File: src/rtl/cache_bus_pkg.sv
// Shared definitions for the C1/A1/D1 cache bus: command codes, bus widths,
// cache address split, master state enum and request/response helpers.
package cache_bus_pkg;

  localparam int ADDR_W  = 19;
  localparam int ADDR1_W = 15;
  localparam int DATA_W  = 16;
  localparam int CTR1_W  = 3;
  localparam int TAG_W   = 10;
  localparam int SET_W   = 5;
  localparam int OFFS_W  = 4;

  localparam logic [CTR1_W-1:0] C1_NOP        = 3'd0;
  localparam logic [CTR1_W-1:0] C1_READ8      = 3'd1;
  localparam logic [CTR1_W-1:0] C1_READ16     = 3'd2;
  localparam logic [CTR1_W-1:0] C1_READ32     = 3'd3;
  localparam logic [CTR1_W-1:0] C1_WRITE8     = 3'd4;
  localparam logic [CTR1_W-1:0] C1_WRITE16    = 3'd5;
  localparam logic [CTR1_W-1:0] C1_WRITE32    = 3'd6;
  localparam logic [CTR1_W-1:0] C1_INVALIDATE = 3'd7;
  // The cache answers with code 7 while the master has C1 released, so it
  // can share the encoding with INVALIDATE; direction tells them apart.
  localparam logic [CTR1_W-1:0] C1_RESPONSE   = 3'd7;

  localparam logic [1:0] C2_NOP      = 2'd0;
  localparam logic [1:0] C2_READ     = 2'd1;
  localparam logic [1:0] C2_WRITE    = 2'd2;
  localparam logic [1:0] C2_RESPONSE = 2'd3;

  typedef enum logic [2:0] {
    ST_IDLE, ST_ADDR, ST_OFFS, ST_WAIT, ST_RD2, ST_RESP
  } c1_state_e;

  typedef struct packed {
    logic [CTR1_W-1:0] cmd;
    logic [ADDR_W-1:0] addr;
    logic [31:0]       wdata;
  } c1_req_t;

  function automatic logic is_write(input logic [CTR1_W-1:0] cmd);
    return (cmd == C1_WRITE8) || (cmd == C1_WRITE16) || (cmd == C1_WRITE32);
  endfunction

  function automatic logic [DATA_W-1:0] wr_low(input c1_req_t r);
    if (r.cmd == C1_WRITE8)  return {8'h00, r.wdata[7:0]};
    if (is_write(r.cmd))     return r.wdata[15:0];
    return '0;
  endfunction

  function automatic logic [31:0] rd_mask(input logic [CTR1_W-1:0] cmd,
                                          input logic [31:0] d);
    case (cmd)
      C1_READ8:  return {24'h0, d[7:0]};
      C1_READ16: return {16'h0, d[15:0]};
      C1_READ32: return d;
      default:   return 32'h0;
    endcase
  endfunction

endpackage

File: src/rtl/rr_pick2.sv
// Two-way round-robin pick: when both request, the one that was not granted
// last wins; a lone requester always wins.
module rr_pick2 (
  input  logic [1:0] valid,
  input  logic       last,
  output logic [1:0] gnt
);

  always_comb begin
    gnt = valid;
    if (valid == 2'b11) gnt = last ? 2'b01 : 2'b10;
  end

endmodule

File: src/rtl/c1_bus_master.sv
// CPU-side C1/A1/D1 bus master: arbitrates two requesters, runs the two-tick
// command/address/data phase, waits for C1_RESPONSE and returns tagged data.
// Define C1_BUS_MASTER_TIMEOUT_EN to bound WAIT with an error response.
module c1_bus_master
  import cache_bus_pkg::*;
#(
  parameter int TIMEOUT = 255
) (
  input  logic                   clk,
  input  logic                   reset,
  input  logic [1:0]             req_valid,
  output logic [1:0]             req_ready,
  input  logic [1:0][CTR1_W-1:0] req_cmd,
  input  logic [1:0][ADDR_W-1:0] req_addr,
  input  logic [1:0][31:0]       req_wdata,
  output logic                   rsp_valid,
  output logic                   rsp_id,
  output logic [31:0]            rsp_data,
  output logic                   rsp_err,
  output logic [CTR1_W-1:0]      c1_out,
  output logic                   c1_oe,
  input  logic [CTR1_W-1:0]      c1_in,
  output logic [ADDR1_W-1:0]     a1_out,
  output logic                   a1_oe,
  output logic [DATA_W-1:0]      d1_out,
  output logic                   d1_oe,
  input  logic [DATA_W-1:0]      d1_in
);

  c1_state_e   state_q, state_d;
  c1_req_t     req_q, req_d;
  logic        last_q, last_d;
  logic [31:0] data_q, data_d;
  logic [1:0]  gnt;

  rr_pick2 u_pick (
    .valid (req_valid),
    .last  (last_q),
    .gnt   (gnt)
  );

`ifdef C1_BUS_MASTER_TIMEOUT_EN
  localparam int CNT_W = ($clog2(TIMEOUT + 1) < 8) ? 8 : $clog2(TIMEOUT + 1);
  logic [CNT_W-1:0] cnt_q, cnt_d;
  logic             err_q, err_d;
`else
  logic unused_timeout;
  assign unused_timeout = (TIMEOUT == 0);
`endif

  always_comb begin
    state_d = state_q;
    req_d   = req_q;
    last_d  = last_q;
    data_d  = data_q;
`ifdef C1_BUS_MASTER_TIMEOUT_EN
    err_d   = err_q;
`endif
    case (state_q)
      ST_IDLE: begin
        if (|gnt) begin
          req_d.cmd   = req_cmd[gnt[1]];
          req_d.addr  = req_addr[gnt[1]];
          req_d.wdata = req_wdata[gnt[1]];
          last_d      = gnt[1];
          data_d      = '0;
`ifdef C1_BUS_MASTER_TIMEOUT_EN
          err_d       = 1'b0;
`endif
          state_d     = (req_cmd[gnt[1]] == C1_NOP) ? ST_RESP : ST_ADDR;
        end
      end
      ST_ADDR: state_d = ST_OFFS;
      ST_OFFS: state_d = ST_WAIT;
      ST_WAIT: begin
        if (c1_in == C1_RESPONSE) begin
          data_d[15:0] = d1_in;
          state_d      = (req_q.cmd == C1_READ32) ? ST_RD2 : ST_RESP;
        end
`ifdef C1_BUS_MASTER_TIMEOUT_EN
        else if (cnt_q == CNT_W'(TIMEOUT - 1)) begin
          err_d   = 1'b1;
          state_d = ST_RESP;
        end
`endif
      end
      ST_RD2: begin
        data_d[31:16] = d1_in;
        state_d       = ST_RESP;
      end
      ST_RESP: state_d = ST_IDLE;
      default: state_d = ST_IDLE;
    endcase
  end

`ifdef C1_BUS_MASTER_TIMEOUT_EN
  // Counts completed WAIT cycles; anything leaving WAIT clears it.
  always_comb begin
    cnt_d = '0;
    if (state_q == ST_WAIT && state_d == ST_WAIT) cnt_d = cnt_q + 1'b1;
  end

  always_ff @(posedge clk or posedge reset) begin
    if (reset) begin
      cnt_q <= '0;
      err_q <= 1'b0;
    end else begin
      cnt_q <= cnt_d;
      err_q <= err_d;
    end
  end
`endif

  always_ff @(posedge clk or posedge reset) begin
    if (reset) begin
      state_q <= ST_IDLE;
      req_q   <= '0;
      last_q  <= 1'b1;
      data_q  <= '0;
    end else begin
      state_q <= state_d;
      req_q   <= req_d;
      last_q  <= last_d;
      data_q  <= data_d;
    end
  end

  // Bus drives decode straight from state so reset releases A1/D1 at once.
  always_comb begin
    req_ready = 2'b00;
    rsp_valid = 1'b0;
    rsp_id    = 1'b0;
    rsp_data  = '0;
    rsp_err   = 1'b0;
    c1_oe     = 1'b1;
    c1_out    = C1_NOP;
    a1_oe     = 1'b0;
    a1_out    = '0;
    d1_oe     = 1'b0;
    d1_out    = '0;
    case (state_q)
      ST_IDLE: if (!reset) req_ready = gnt;
      ST_ADDR: begin
        c1_out = req_q.cmd;
        a1_oe  = 1'b1;
        a1_out = req_q.addr[ADDR_W-1:OFFS_W];
        d1_oe  = 1'b1;
        d1_out = wr_low(req_q);
      end
      ST_OFFS: begin
        c1_out = req_q.cmd;
        a1_oe  = 1'b1;
        a1_out = {{(ADDR1_W-OFFS_W){1'b0}}, req_q.addr[OFFS_W-1:0]};
        d1_oe  = is_write(req_q.cmd);
        d1_out = (req_q.cmd == C1_WRITE32) ? req_q.wdata[31:16] : wr_low(req_q);
      end
      ST_WAIT, ST_RD2: c1_oe = 1'b0;
      ST_RESP: begin
        rsp_valid = 1'b1;
        rsp_id    = last_q;  // last is loaded with the winner on grant
        rsp_data  = rd_mask(req_q.cmd, data_q);
`ifdef C1_BUS_MASTER_TIMEOUT_EN
        rsp_err   = err_q;
`endif
      end
      default: ;
    endcase
  end

endmodule

File: config.mk
export PLATFORM = sky130hd
export DESIGN_NAME = c1_bus_master
export DESIGN_NICKNAME = d
export VERILOG_FILES = /design/src/rtl/cache_bus_pkg.sv /design/src/rtl/rr_pick2.sv /design/src/rtl/c1_bus_master.sv
export SDC_FILE = /design/constraint.sdc
export NUM_CORES = 1
export LEC_CHECK = 0
export BUFFER_PORTS_ARGS = -buffer_cell sky130_fd_sc_hd__buf_4
export CORE_UTILIZATION = 45
export CTS_CLUSTER_DIAMETER = 30
export CTS_CLUSTER_SIZE = 40
export DETAILED_ROUTE_END_ITERATION = 10
export PLACE_DENSITY = 0.88
export SLEW_MARGIN = 5
export SYNTH_ARGS = -nofsm -noshare
export SYNTH_HDL_FRONTEND = slang
export SYNTH_SLANG_ARGS = --single-unit
File: constraint.sdc
create_clock -name clk -period 2.65 [get_ports clk]
set_clock_uncertainty 0.15 [all_clocks]
set_input_delay 0.1325 -clock clk [delete_from_list [all_inputs] [get_ports clk]]
set_output_delay 0.1325 -clock clk [all_outputs]
set_load 0.05 [all_outputs]
==> reports/results.txt <==
Status = finished, final reports clean
DRT iter0 DRCs = 248
Primary FF master, synth = dfrtp_1
Final Hold Fails = 0
Die ar. = 11900 sq um
Fillers = 867
Wire length of the first global-routing pass = 22.4 mm
Starting Density = 0.469
Placed Area = 6790 sq um
Sw frac = 0.414
Crit-path most repeated cell = buf_4
Hold Path Cell Cnt = 3
Synth-to-Final Area Change = 41.0%
Max Freq = 0.404 GHz
Die X = 109 um
Setup-failing EPs final = 0
Post-CTS Setup Bufs = 0
Rel. slew slack = 0.555
Dpl hpwl = 10.7 mm
Core area = 11000 sq um
Vias in the first global route = 4511
Cts bufs inserted = 9
CTS tree = done
Reg-to-reg slack, setup = 0.45 ns
Non-filler instance count after layout = 832
Gr usage total = 0.247
Synth Cell Area = 5170 sq um
Worst-path fanout max = 15
H-tree levels = 3
Top Ports = 205
Final Cycle Share = 0.934
Crit Path Class = register to output pin
IO buf count = 203
Distinct cells, synth = 48
Yosys top cell area share = 0.431
Register area = 2250 sq um
HP Start = req_wdata[8]
Grt total ovfl = 0
CP required = 2.37 ns
Mean Syn Cell Area = 10.9 sq um
FF-to-FF path depth = 3
Power, Total = 7650 uW
Crit path capture type = output pin
Max VDD drop = 0.000627 V
Max_cap viols = 0
Largest net degree at the start of global routing = 57
Reg2reg end = data_q[9]
CP Data Arrival Time = 2.19 ns
RSZ-0062 raised after global routing = false
Routed vias = 4490
Remaining routing DRC violations = 0
Cell internal pwr = 4480 uW
Post-route design area = 7290 sq um
Startpoint Class = register
Sequential share of the synthesized area = 0.436
Yosys reg bits = 90
Crit Reg-Reg Startpoint = state_q[1]
Final nets = 818
Syn Inst Count = 475
Clock power frac = 0.176
Clk buf depth = 2
Setup TNS = 0 ns
Crit path time final = 2.48 ns
Critical Path, Cell by Cell = buf_4 -> nor2b_1 -> buf_4 -> and4b_2 -> a32o_1 -> buf_4
Leak pwr = 0.00343 uW
Gate power share = 0.490
ANT cells = 0
WHS Endpoint = req_q[8]
Chip height = 109 um
Number of synthesized flops with an enable pin = 0
Synth area leader = dfrtp_1
Routed wire per std cell = 17.1 um
Proportion of layout cells with a drive suffix above 1 = 0.497
Worst min-delay path class = primary input to register
Max-slew violations = 0
Area of the multi-input gates = 2630 sq um
Slowest Stage Delay on Critical Path = 0.54 ns
Top cell family by delay on the critical path = buffers and inverters
Clk sinks = 90
Slew @ Worst Pin = 0.665 ns
Post-synth ARST share = 1.00
WP buf/inv = 3
Initial antenna violation count = 0
CTS clock-pin slew for the worst setup and hold paths = 0.06 ns
DRT Pass-1 Iters = 4
Psw = 3160 uW
Syn nets = 606
GPL Wtd Cong = 0.800
Antenna Violating Nets Remaining = 0
Pwr Density = 1050 nW/um^2
Routed wire length = 14.3 mm
Placed cells = 797
Sequential fraction of design power = 0.334
Slowest cell on the critical path = dfrtp_1
Synth top area cells = dfrtp_1 43%, mux2_2 22%, and2_1 4.6%, nand2_1 4.1%, mux2i_1 3.7%
Worst skew pair latency = 0.33 ns
Ys Warns = 0
Root Driver = clkbuf_16
Row cnt = 38
Vias per inst = 5.40
[repair_timing]
action	4_1_cts	5_1_grt
hold buffers	19	0
endpoints found under the hold margin	52	0
gates resized for setup	0	2
setup endpoints to repair	0	23
[worst max-delay path by stage]
stage                     startpoint            to  cells after the start
after CTS                 state_q[0]  rsp_data[27]                      5
after detailed placement  state_q[1]     req_q[46]                      4
final                     state_q[2]     d1_out[0]                      6
after global routing      state_q[2]     d1_out[4]                      6
after global placement    state_q[1]     req_q[44]                      4
after floorplan           state_q[2]    d1_out[13]                      5
[cell usage after synthesis (2+ instances only)]
master / number
mux2i_1: 19
and2_1: 38
a32o_1: 8
o211ai_1: 2
nor2b_1: 4
nand2_1: 57
dfrtp_1: 89
and3_1: 11
a32oi_1: 6
inv_1: 19
buf_4: 3
nor2_1: 8
clkbuf_1: 13
nor3_1: 7
and3b_1: 7
a21oi_1: 3
buf_2: 7
nor4bb_1: 2
mux2_1: 4
a22oi_1: 4
buf_6: 9
nand2b_1: 2
o21ai_0: 22
mux2_2: 102
nand3_1: 6
[cell usage in the layout (no fill, tap or decap), types with 3 or more instances in the layout]
| master | instances |
|---|---|
| o21ai_0 | 22 |
| inv_1 | 18 |
| nor2b_1 | 4 |
| and3_1 | 11 |
| and3b_1 | 7 |
| a32oi_1 | 6 |
| and2_1 | 38 |
| nor2_1 | 8 |
| dlygate4sd3_1 | 19 |
| a32o_1 | 8 |
| dfrtp_1 | 89 |
| nand3_1 | 6 |
| nor3_1 | 7 |
| a21oi_1 | 3 |
| mux2_1 | 4 |
| a22oi_1 | 4 |
| clkbuf_1 | 3 |
| nand2_1 | 57 |
| mux2i_1 | 19 |
| buf_4 | 215 |
| clkbuf_16 | 9 |
| mux2_2 | 102 |
[power by group through the flow]
stage	Combinational, uW	Sequential (uW)	Clock [uW]
6_report	3750	2550	1350
4_1_cts	3770	2540	1380
3_5_place_dp	3720	2560	0
5_1_grt	4020	2630	1430
2_1_floorplan	2840	2320	0
3_3_place_gp	3620	2510	0
[sequential cells by signal, summed over array words and instances, names as in the netlist]
signal and flops:
req_q 54, data_q 32, state_q 3, last_q 1
[area by class of cell]
class / count / share of cell area
Clock buffer: 13 / 0.0343
Clock inverter: 3 / 0.00892
Inverter: 19 / 0.0103
Multi-Input combinational cell: 331 / 0.361
Sequential cell: 90 / 0.309
Tap cell: 140 / 0.0240
Timing Repair Buffer: 236 / 0.253
[metal layers]
layer	part of all wire	track usage	up-vias
met2	0.51	0.426	186
li1	-	-	2076
met1	0.40	0.293	2192
met4	0.034	0.106	0
met5	0	0	-
met3	0.060	0.0598	36
[kinds of logic after synthesis]
family,share of synthesized area
AOI/OAI and AO/OA,0.0764
xor gates and xnor gates,0.00169
buffers and inverters,0.0585
DFF,0.436
muxes,0.268
other,0.000725
and+or+nand+nor,0.159
[through the flow]
step / hold WS (ns) / worst slack [ns] / utilization
6_report: 0.0123 / 0.174 / 0.661
2_1_floorplan: 0.0454 / 0.155 / -
5_1_grt: 0.00377 / 0.0378 / 0.661
4_1_cts: 0.000619 / 0.108 / 0.661
3_5_place_dp: 0.0439 / 0.462 / 0.615
3_3_place_gp: 0.0290 / 0.573 / 0.615
[worst register-to-register path, delay by kind of cell (launching register included)]
family             cells  cell delay [ns]
and+or+nand+nor        1             0.49
muxes                  1             0.35
DFF                    1             0.53
AOI/OAI and AO/OA      1             0.58
Power figures use the tool's default switching activity.
